[config.mk]
export PLATFORM = sky130hd
export DESIGN_NAME = comparador_serial_ctrl_flat
export DESIGN_NICKNAME = d
export VERILOG_FILES = /design/src/rtl/comparador_serial_ctrl_if.sv /design/src/rtl/comparador_serial_ctrl.sv /design/src/flat_wrapper.sv
export SDC_FILE = /design/constraint.sdc
export NUM_CORES = 1
export LEC_CHECK = 0
export ABC_CLOCK_PERIOD_IN_PS = 2550
export BUFFER_PORTS_ARGS = -buffer_cell sky130_fd_sc_hd__buf_2
export CAP_MARGIN = 20
export CORE_MARGIN = 3
export CORE_UTILIZATION = 40
export CTS_BUF_LIST = sky130_fd_sc_hd__clkbuf_4 sky130_fd_sc_hd__clkbuf_8
export CTS_CLUSTER_SIZE = 28
export DETAILED_ROUTE_END_ITERATION = 12
export SLEW_MARGIN = 0
export SYNTH_ARGS = -nofsm -noshare
export SYNTH_HDL_FRONTEND = slang
export SYNTH_SLANG_ARGS = --single-unit
[constraint.sdc]
create_clock -name clk -period 2.55 [get_ports clk]
set_clock_uncertainty 0.2 [all_clocks]
set_input_delay 0.255 -clock clk [delete_from_list [all_inputs] [get_ports clk]]
set_output_delay 0.255 -clock clk [all_outputs]
set_load 0.03 [all_outputs]
[src/rtl/comparador_serial_ctrl_if.sv]
// Request/result bundle for the bit-serial magnitude comparator.
// The requester drives the master side and the comparator implements the slave side.
interface comparador_serial_ctrl_if #(
  parameter int K = 8
);
  logic         inicio;
  logic         cancelar;
  logic [K-1:0] A;
  logic [K-1:0] B;
  logic         ocupado;
  logic         listo;
  logic         mayor;
  logic         igual;
  logic         menor;

  modport master (
    output inicio, cancelar, A, B,
    input  ocupado, listo, mayor, igual, menor
  );

  modport slave (
    input  inicio, cancelar, A, B,
    output ocupado, listo, mayor, igual, menor
  );
endinterface

[src/rtl/comparador_serial_ctrl.sv]
// Bit-serial (LSB-first) unsigned magnitude comparator. One comparison cell is reused
// over K cycles, and the result is delivered with a one-cycle listo pulse.
module comparador_serial_ctrl #(
  parameter int K = 8
) (
  input  logic                     clk,
  input  logic                     reset,
  comparador_serial_ctrl_if.slave  bus
);
  localparam int CW = $clog2(K);

  typedef enum logic [1:0] {
    REPOSO  = 2'd0,
    COMPARA = 2'd1,
    FIN     = 2'd2
  } state_t;

  state_t        state, state_nxt;
  logic [K-1:0]  sa, sb;
  logic          g, l;
  logic          g_nxt, l_nxt;
  logic [CW-1:0] cnt;
  logic          last_bit;
  logic          mayor_q, igual_q, menor_q;

  assign last_bit = (cnt == CW'(K - 1));

  // NOTE: every signal assigned in always_comb gets its default first, so no path leaves it unassigned and no latch is inferred.
  always_comb begin
    state_nxt = state;
    unique case (state)
      REPOSO:  if (bus.inicio) state_nxt = COMPARA;
      COMPARA: begin
        if (bus.cancelar)  state_nxt = REPOSO;
        else if (last_bit) state_nxt = FIN;
      end
      FIN:     state_nxt = REPOSO;
      default: state_nxt = REPOSO;
    endcase
  end

  // A differing bit seen later (higher weight) overrides whatever lower bits decided.
  always_comb begin
    g_nxt = g;
    l_nxt = l;
    if (sa[0] && !sb[0]) begin
      g_nxt = 1'b1;
      l_nxt = 1'b0;
    end else if (!sa[0] && sb[0]) begin
      g_nxt = 1'b0;
      l_nxt = 1'b1;
    end
  end

  // NOTE: sequential state uses non-blocking assignments so every flop samples pre-edge values.
  always_ff @(posedge clk or posedge reset) begin
    if (reset) state <= REPOSO;
    else       state <= state_nxt;
  end

  always_ff @(posedge clk or posedge reset) begin
    if (reset) begin
      sa      <= '0;
      sb      <= '0;
      g       <= 1'b0;
      l       <= 1'b0;
      cnt     <= '0;
      mayor_q <= 1'b0;
      igual_q <= 1'b0;
      menor_q <= 1'b0;
    end else begin
      unique case (state)
        REPOSO: begin
          if (bus.inicio) begin
            sa  <= bus.A;
            sb  <= bus.B;
            g   <= 1'b0;
            l   <= 1'b0;
            cnt <= '0;
          end
        end
        COMPARA: begin
          // An abort leaves the walk untouched and the previous result visible.
          if (!bus.cancelar) begin
            g  <= g_nxt;
            l  <= l_nxt;
            sa <= sa >> 1;
            sb <= sb >> 1;
            if (last_bit) begin
              cnt     <= '0;
              mayor_q <= g_nxt;
              menor_q <= l_nxt;
              igual_q <= ~g_nxt & ~l_nxt;
            end else begin
              cnt <= cnt + CW'(1);
            end
          end
        end
        default: ;
      endcase
    end
  end

  assign bus.ocupado = (state != REPOSO);
  assign bus.listo   = (state == FIN);
  assign bus.mayor   = mayor_q;
  assign bus.igual   = igual_q;
  assign bus.menor   = menor_q;
endmodule

[src/flat_wrapper.sv]
// flat-port wrapper written by rule: the top's interface ports become plain ports
module comparador_serial_ctrl_flat 
#(
  parameter int K = 8
)
  (clk, reset, bus_inicio, bus_cancelar, bus_A, bus_B, bus_ocupado, bus_listo, bus_mayor, bus_igual, bus_menor);
  comparador_serial_ctrl_if #(.K(K)) bus_i ();
  input  logic clk;
  input  logic reset;
  input wire logic [$bits(bus_i.inicio)-1:0] bus_inicio;
  input wire logic [$bits(bus_i.cancelar)-1:0] bus_cancelar;
  input wire logic [$bits(bus_i.A)-1:0] bus_A;
  input wire logic [$bits(bus_i.B)-1:0] bus_B;
  output wire logic [$bits(bus_i.ocupado)-1:0] bus_ocupado;
  output wire logic [$bits(bus_i.listo)-1:0] bus_listo;
  output wire logic [$bits(bus_i.mayor)-1:0] bus_mayor;
  output wire logic [$bits(bus_i.igual)-1:0] bus_igual;
  output wire logic [$bits(bus_i.menor)-1:0] bus_menor;
  assign bus_i.inicio = bus_inicio;
  assign bus_i.cancelar = bus_cancelar;
  assign bus_i.A = bus_A;
  assign bus_i.B = bus_B;
  assign bus_ocupado = bus_i.ocupado;
  assign bus_listo = bus_i.listo;
  assign bus_mayor = bus_i.mayor;
  assign bus_igual = bus_i.igual;
  assign bus_menor = bus_i.menor;
  comparador_serial_ctrl #(.K(K)) u_core (.clk(clk), .reset(reset), .bus(bus_i));
endmodule
* After elaboration in Yosys (flattened, before gate mapping) *
Index checks and enable logic that the tools add are counted.

storage, ports and cells
  register bits after elaboration = 26
  input bits = 20
  output and inout bits = 5
  logic and storage cells = 53

operators by class
  add/subtract/negate cells = 1
  equality and inequality tests = 6
  mux-type cells = 23
  bitwise gates (word level) = 4
  reductions and logical operators = 10

operators by type and width
  cell                 count
  $mux 8               4
  $pmux 8 s2           2
  $mux 3               3
  $mux 1               7
  $mux 2               3
  $pmux 3 s2           1
  $reduce_and 3->1     2
  $ne 2x2->1 const B   2
  $pmux 1 s2           2
  $pmux 2 s2           1
  $reduce_bool 2->1    2
  $add 3x1->3 const B  1
  $eq 3x3->1 const B   1
  $ne 3x2->1 const B   1
  $not 1->1            3
  $eq 2x1->1 const B   1
  $eq 2x2->1 const B   1
  $logic_and 1x1->1    2
  $logic_not 1->1      2
  $logic_not 2->1      1
  $reduce_and 2->1     1
  $and 1x1->1          1

* Longest topological paths before layout *
Gate-level depths: netlist (run 1).

  word-level depth = 6
  mapped depth = 6
  mapped depth without buffers = 5

* Worst setup path after synthesis (run 1) *
Ideal clock, no wire load.

  path type = register to register
  from = register u_core.state[0]
  to = register u_core.cnt[2]
  setup time = 0.128 ns
  arrival = 1.461 ns
  required time = 2.222 ns
  slack = 0.761 ns
  cell stages (with the launch flop) = 5
  path buffers = 1
  clock period less this slack = 1.789 ns
  cells stage by stage = dfrtp_1 -> nand2b_1 -> a21oi_4 -> buf_6 -> mux2_1

on the way
  cells in the longest elaborated chain, start to end = 3
  elaborated cells between the ends (all ways) = 7
  those cells by class = eq/ne (3); mux (1); reduce/logical (3)

RTL lines
  element                                                    RTL line                      source
  from (decl)                                                comparador_serial_ctrl.sv:18  state_t state, state_nxt;
  from (signal assigned)                                     comparador_serial_ctrl.sv:58  else state <= state_nxt;
  $eq 2x1->1 or $logic_not 2->1 (tied branches)              comparador_serial_ctrl.sv:72  unique case (state)
  $ne 2x2->1 (no line) or $reduce_bool 2->1 (tied branches)  n/a
  $reduce_and 3->1 (no line)                                 n/a
  to (signal assigned)                                       comparador_serial_ctrl.sv:95  cnt <= cnt + CW'(1);
  to (decl)                                                  comparador_serial_ctrl.sv:22  logic [CW-1:0] cnt;

Several ways; a longest one is shown, not always the timed one.
A chain may end at the register's enable or synchronous reset.

* Worst setup path in the final report (run 1) *
  from = register u_core.state[0]
  to = register u_core.sb[1]

on the way
  cells in the longest elaborated chain, start to end = 3
  elaborated cells between the ends (all ways) = 7
  those cells by class = eq/ne (3); mux (1); reduce/logical (3)

RTL lines
  element                                                    RTL line                      source
  $eq 2x1->1 or $logic_not 2->1 (tied branches)              comparador_serial_ctrl.sv:72
  $ne 2x2->1 (no line) or $reduce_bool 2->1 (tied branches)  n/a
  $reduce_and 3->1 (no line)                                 n/a
  to (signal assigned)                                       comparador_serial_ctrl.sv:76  sb <= bus.B;
  to (signal assigned)                                       comparador_serial_ctrl.sv:88  sb <= sb >> 1;
  to (decl)                                                  comparador_serial_ctrl.sv:19  logic [K-1:0] sa, sb;

Several ways; a longest one is shown, not always the timed one.

==> impl_results.md, run 1 <==
- Max Cap Viol: 0
- RD Place Congestion: 0.732
- CTS clk-pin slew, worst paths: 0.13 ns
- Vias in the first global route: 950
- Synthesized Nets: 125
- CP Launch Point: u_core.state[0]
- Pins Over Slew Limit: 0
- Global route overflow: 0
- CP max stage delay: 0.53 ns
- PostCTS Resize Cnt: 0
- Initial antenna violation count: 0
- Clk sinks: 26
- Final setup TNS: 0 ns
- Pwr per Cell Area: 861 mW/mm2
- Hold_ws: 0.0322 ns
- Reg2Reg Setup Slack: 0.58 ns
- Worst hold stages: 3
- Top cells by area, synth: dfrtp_1 48%, mux2_2 16%, mux2_4 11%, buf_6 3.3%, mux2_1 2.5%
- Reg2Reg Depth: 3
- Worst path top cell family by delay: compound AO/OA/AOI/OAI gates
- Max Root-Sink Buffers: 2
- Worst-path cell chain: nand2b_1, a21oi_4, mux2_2
- FF-to-FF End: u_core.sb[1]
- Setup repair bufs after CTS: 0
- Count of final hold-check violations: 0
- Comb pwr share: 31.7%
- Sequential share of power: 47.6%
- Worst setup SP type: register
- CTS tree: yes
- Fmax: 509 MHz
- Root Driver: clkbuf_4
- Global-route wire length before repair: 4120 um
- Worst path bufs/invs: 0
- DRC: 0
- Tmin final: 1.97 ns
- Die extent in x: 64.4 um
- H-Tree Depth: 1
- Num ports: 25
- Min-delay src: bus_B[0]
- Drt first pass iters: 3
- IO Port Bufs: 24
- Routed vias: 838
- Flops & latches, synth: 26
- Relative slew slack: 59.9%
- Least-Margin Pin Slew: 0.600 ns
- Post-route ant nets: 0
- Yosys top cell area share: 47.6%
- Initial Utilization: 43.3%
- Min-Delay Path Class: input pin to register
- Core Region: 0.00315 mm2
- CP Capture Type: register
- CP arrival: 1.99 ns
- Clock power share: 20.7%
- P_leak: 0.776 nW
- Area leader, netlist: dfrtp_1
- Peak supply drop: 472 uV
- Area growth from synthesis to layout: 15.9%
- Detailed Place HPWL: 1630 um
- RSZ-0062 raised after global routing: no
- # rows: 20
- Vias per cell: 4.79
- Switching pwr: 388 uW
- Placed inst area: 0.00151 mm2
- R2r startpoint: u_core.state[0]
- Status: complete, no violations
- Num CTS Buffers: 3
- Yosys cell types: 25
- Share of layout cells above drive strength 1: 48.9%
- Die Height: 64.4 um
- Post-synthesis sequential area ratio: 47.6%
- Avg Inst Size Synth: 13.3 um2
- Fin crit share: 77.1%
- Critical path class: register to register
- Die area: 0.00415 mm2
- Design Area, Final: 0.00158 mm2
- N_diodes: 0
- Iter 0 DRT Violations: 26
- Worst hold path endpoint: u_core.sb[0]
- Clock insertion delay at the later pin of the skew report: 0.32 ns
- WL/cell: 12.8 um
- Nets@finish: 154
- Yosys Warn Count: 0
- Synthesized instance count: 103
- WL final: 2240 um
- Setup violators final: 0
- Sw Share: 28.4%
- Fillers: 297
- Synthesized area: 0.00137 mm2
- CP max FO: 17
- Largest net degree at the start of global routing: 27
- CP Data Required Time: 2.57 ns
- Critical-path top delay cell: a21oi_4
- Gr usage total: 12.4%
- P_int: 976 uW
[worst register-to-register path, delay by kind of cell, from the launching register on]
family             cells  cell delay (ns)
AOI/OAI and AO/OA      1             0.53
DFF                    1             0.50
muxes                  1             0.40
and+or+nand+nor        1             0.24
[synth_stat cells (all sizes together)]
master	instances
a21o	1
a21oi	4
buf	4
dfrtp	26
ha	2
inv	6
maj3	1
mux2	32
mux2i	2
nand2	3
nand2b	3
nor2	5
nor2b	4
nor3	2
nor3b	1
o21a	1
o21ai	2
o2bb2ai	2
or2	1
xor2	1
[flip-flops by register name, indices dropped and copies added (netlist names), 2 cells and up]
| register | count |
|---|---|
| u_core.sa | 8 |
| u_core.sb | 8 |
| u_core.cnt | 3 |
| u_core.state | 2 |
[placed cells by master, fill, tap and decap left out, drive strengths merged, types with 3 or more instances in the layout]
cell type | netlist | routed
nor2 | 5 | 5
nand2b | 3 | 3
nor2b | 4 | 4
mux2 | 32 | 32
buf | 4 | 26
inv | 6 | 6
nand2 | 3 | 3
clkbuf | 0 | 3
dfrtp | 26 | 26
a21oi | 4 | 4
[worst max-delay path by stage]
| stage | to | depth (start not counted) |
|---|---|---|
| after floorplan | u_core.cnt[2] | 4 |
| after CTS | u_core.sb[1] | 3 |
| after global placement | u_core.sb[2] | 3 |
| after detailed placement | u_core.sa[1] | 3 |
| final | u_core.sb[1] | 3 |
| after global routing | u_core.sb[1] | 3 |
[kinds of logic (layout without fill, tap and decap cells)]
logic type	count (synthesis)	in the layout	synth area share [%]
buffers and inverters	10	38	4.94
XOR/XNOR	1	1	0.641
AND/OR/NAND/NOR	19	19	8.24
multiplexers	34	34	30.6
adder cells (fa/ha/maj)	3	3	2.56
flip-flops	26	26	47.6
AO/OA/AOI/OAI	10	10	5.40
[timing repair]
item,4_1_cts,5_1_grt
endpoints found under the hold margin,27,0
hold buffers,2,0
setup endpoints to repair,0,0
[power by group through the flow]
stage	Combinational (mW)	Sequential [mW]	Clock [mW]
after global placement	0.424	0.653	0
after detailed placement	0.437	0.660	0
after CTS	0.443	0.650	0.297
after floorplan	0.372	0.636	0
final	0.432	0.649	0.283
after global routing	0.485	0.670	0.315
[metrics by stage]
step,power (mW),utilization [%],std cells,worst slack (ns)
final,1.36,50.2,175,0.584
after global routing,1.47,50.2,175,0.480
after CTS,1.39,50.2,175,0.543
after detailed placement,1.10,47.9,169,0.561
after global placement,1.08,47.9,169,0.615
after floorplan,1.01,-,103,0.761
[routing by layer]
layer | vias up | GRT usage (%) | routed length [um]
li1 | 409 | - | -
met1 | 410 | 14.3 | 993
met2 | 16 | 22.9 | 1140
met3 | 3 | 3.29 | 92
met4 | 0 | 2.37 | 12
met5 | - | 0 | 0
[final cells by class]
type | count | area, um2 | share of cell area, %
Sequential cell | 26 | 651 | 41.1
Multi-Input combinational cell | 67 | 648 | 40.9
Timing Repair Buffer | 28 | 155 | 9.79
Tap cell | 44 | 55.1 | 3.48
Clock inverter | 1 | 30.0 | 1.90
Clock buffer | 3 | 22.5 | 1.42
Inverter | 6 | 22.5 | 1.42
Power figures use the tool's default switching activity.
==> inputs of run 2 (changes only) <==
Settings changed: ABC_CLOCK_PERIOD_IN_PS 2550 to 1950.
Clock period 2.55 ns to 1.95 ns, I/O delays scaled along.
==> impl_results.md, run 2 (synthesized netlist as in run 1, its figures left out) <==
- Status: complete, no violations
- Placed inst area: 0.00153 mm2 (+1.3%)
- Relative slew slack: 78.4% (+18 points)
- Worst path top cell family by delay: buffers and inverters
- Commonest non-fill, non-tap cell in the layout: dfrtp_1
- Setup violators final: 0 (unchanged)
- Clk sinks: 26 (unchanged)
- Detailed Place HPWL: 1600 um (-2.2%)
- Die extent in x: 64.4 um (unchanged)
- Top Registers: u_core.sa (8), u_core.sb (8), u_core.cnt (3)
- P_leak: 0.791 nW (+2.0%)
- Hold_ws: 0.0275 ns (-0.00467 ns)
- CP Capture Type: register
- DRC: 0 (unchanged)
- Iter 0 DRT Violations: 13 (-50%)
- Design Area, Final: 0.00162 mm2 (+2.1%)
- Die Height: 64.4 um (unchanged)
- Nets@finish: 158 (+2.6%)
- PostCTS Resize Cnt: 0 (unchanged)
- H-Tree Depth: 1 (unchanged)
- IO Port Bufs: 24 (unchanged)
- Root Driver: clkbuf_4
- Worst-path cell chain: dlygate4sd3_1, buf_2, nand2b_2, nor3b_2, mux2_2
- CP Data Required Time: 1.96 ns (-0.61 ns)
- Post-route ant nets: 0 (unchanged)
- Num CTS Buffers: 3 (unchanged)
- Area of the multi-input gates: 648 um2 (unchanged)
- WL final: 2230 um (-0.31%)
- Layout Cells excl Fill: 179 (+2.3%)
- Area growth from synthesis to layout: 18.4%
- Tmin final: 1.77 ns
- CP arrival: 1.78 ns (-0.21 ns)
- CP max FO: 4 (-13)
- Count of final hold-check violations: 0 (unchanged)
- RSZ-0062 raised after global routing: no
- Vias per cell: 4.71 (-1.7%)
- Routed vias: 843 (+0.60%)
- Setup repair bufs after CTS: 0 (unchanged)
- Max Cap Viol: 0 (unchanged)
- Peak supply drop: 620 uV (+31%)
- Die area: 0.00415 mm2 (unchanged)
- CTS clk-pin slew, worst paths: 0.13 ns (about the same)
- N_diodes: 0 (unchanged)
- CTS tree: yes
- Worst path bufs/invs: 2 (+2)
- Initial antenna violation count: 0 (unchanged)
- Pwr per Cell Area: 1050 mW/mm2 (+22%)
- Gr usage total: 12.3% (-0.083 points)
- Fillers: 295 (-0.67%)
- FF+latch area: 651 um2 (unchanged)
- Share of layout cells above drive strength 1: 48.1% (-0.71 points)
- Global route overflow: 0 (unchanged)
- Initial Utilization: 43.3% (unchanged)
- Largest net degree at the start of global routing: 27 (unchanged)
- Core Region: 0.00315 mm2 (unchanged)
- Fmax: 567 MHz
- CTS Hold Bufs: 5 (+3)
- Final setup TNS: 0 ns (unchanged)
- Least-Margin Pin Slew: 0.324 ns (-0.276 ns)
- Vias in the first global route: 915 (-3.7%)
- Most frequent cells in the layout: 26 x dfrtp_1, 24 x buf_2, 19 x mux2_2
- Placed cells: 170 (+0.59%)
- Fin crit share: 90.5%
- Critical-path top delay cell: dlygate4sd3_1
- WL/cell: 12.5 um (-2.5%)
- Num ports: 25 (unchanged)
- Max Root-Sink Buffers: 2 (unchanged)
- Worst setup SP type: input pin
- Clock insertion delay at the later pin of the skew report: 0.31 ns (about the same)
- # rows: 20 (unchanged)
- Global-route wire length before repair: 4000 um (-3.0%)
- Pins Over Slew Limit: 0 (unchanged)
- Drt first pass iters: 4 (+1)
- Post-layout util: 51.3% (+1.1 points)
- RD Place Congestion: 0.775 (+5.8%)
- Min-Delay Path Class: input pin to register
- CP max stage delay: 0.53 ns (about the same)
- Critical path class: input pin to register
run 2: metrics by stage:
step                setup slack [ns]  total power, mW
floorplan                      0.161             1.32
global placement               0.242             1.42
detailed placement             0.197             1.44
CTS                            0.175             1.72
global route                  0.0716             1.83
finish                         0.185             1.70
run 2: final timing paths:
check / start / to / slack [ns] / cells after the start
worst min-delay path: bus_B[6] / u_core.sb[6] / 0.03 / 3
min in group asynchronous: reset / u_core.sa[3] / 0.25 / 4
worst max register to register: u_core.state[0] / u_core.sb[2] / 0.18 / 4
max in group asynchronous: reset / u_core.l / 1.05 / 4
worst min register to register: u_core.sb[2] / u_core.sb[2] / 0.32 / 1
worst max-delay path: bus_cancelar / u_core.bus.mayor / 0.18 / 5
run 2: power by group:
| group | switching, mW | internal [mW] | leakage [nW] |
|---|---|---|---|
| logic | 0.225 | 0.360 | 0.445 |
| registers | 0.125 | 0.722 | 0.326 |
| clock network | 0.150 | 0.114 | 0.0210 |
| total | 0.500 | 1.20 | 0.791 |
run 2: routing by layer:
metal,share of wire [%],wire length [um],vias to the layer above,global-route usage (%)
li1,-,-,426,-
met1,47,1050,398,14.7
met2,47,1060,17,21.5
met3,4.8,107,2,3.81
met4,0.81,18,0,3.17
met5,0,0,-,0
run 2: worst min-delay path, stage by stage:
cell	delay, ns
buf_2	0.08
mux2_1	0.13
mux2_1	0.12
run 2: cell type report:
type / instances / area share (%)
tap: 44 / 3.40
timing repair buffer: 32 / 12.7
sequential: 26 / 40.2
clock buffer: 4 / 2.24
multi-input combinational: 67 / 40.1
inverter: 6 / 1.39
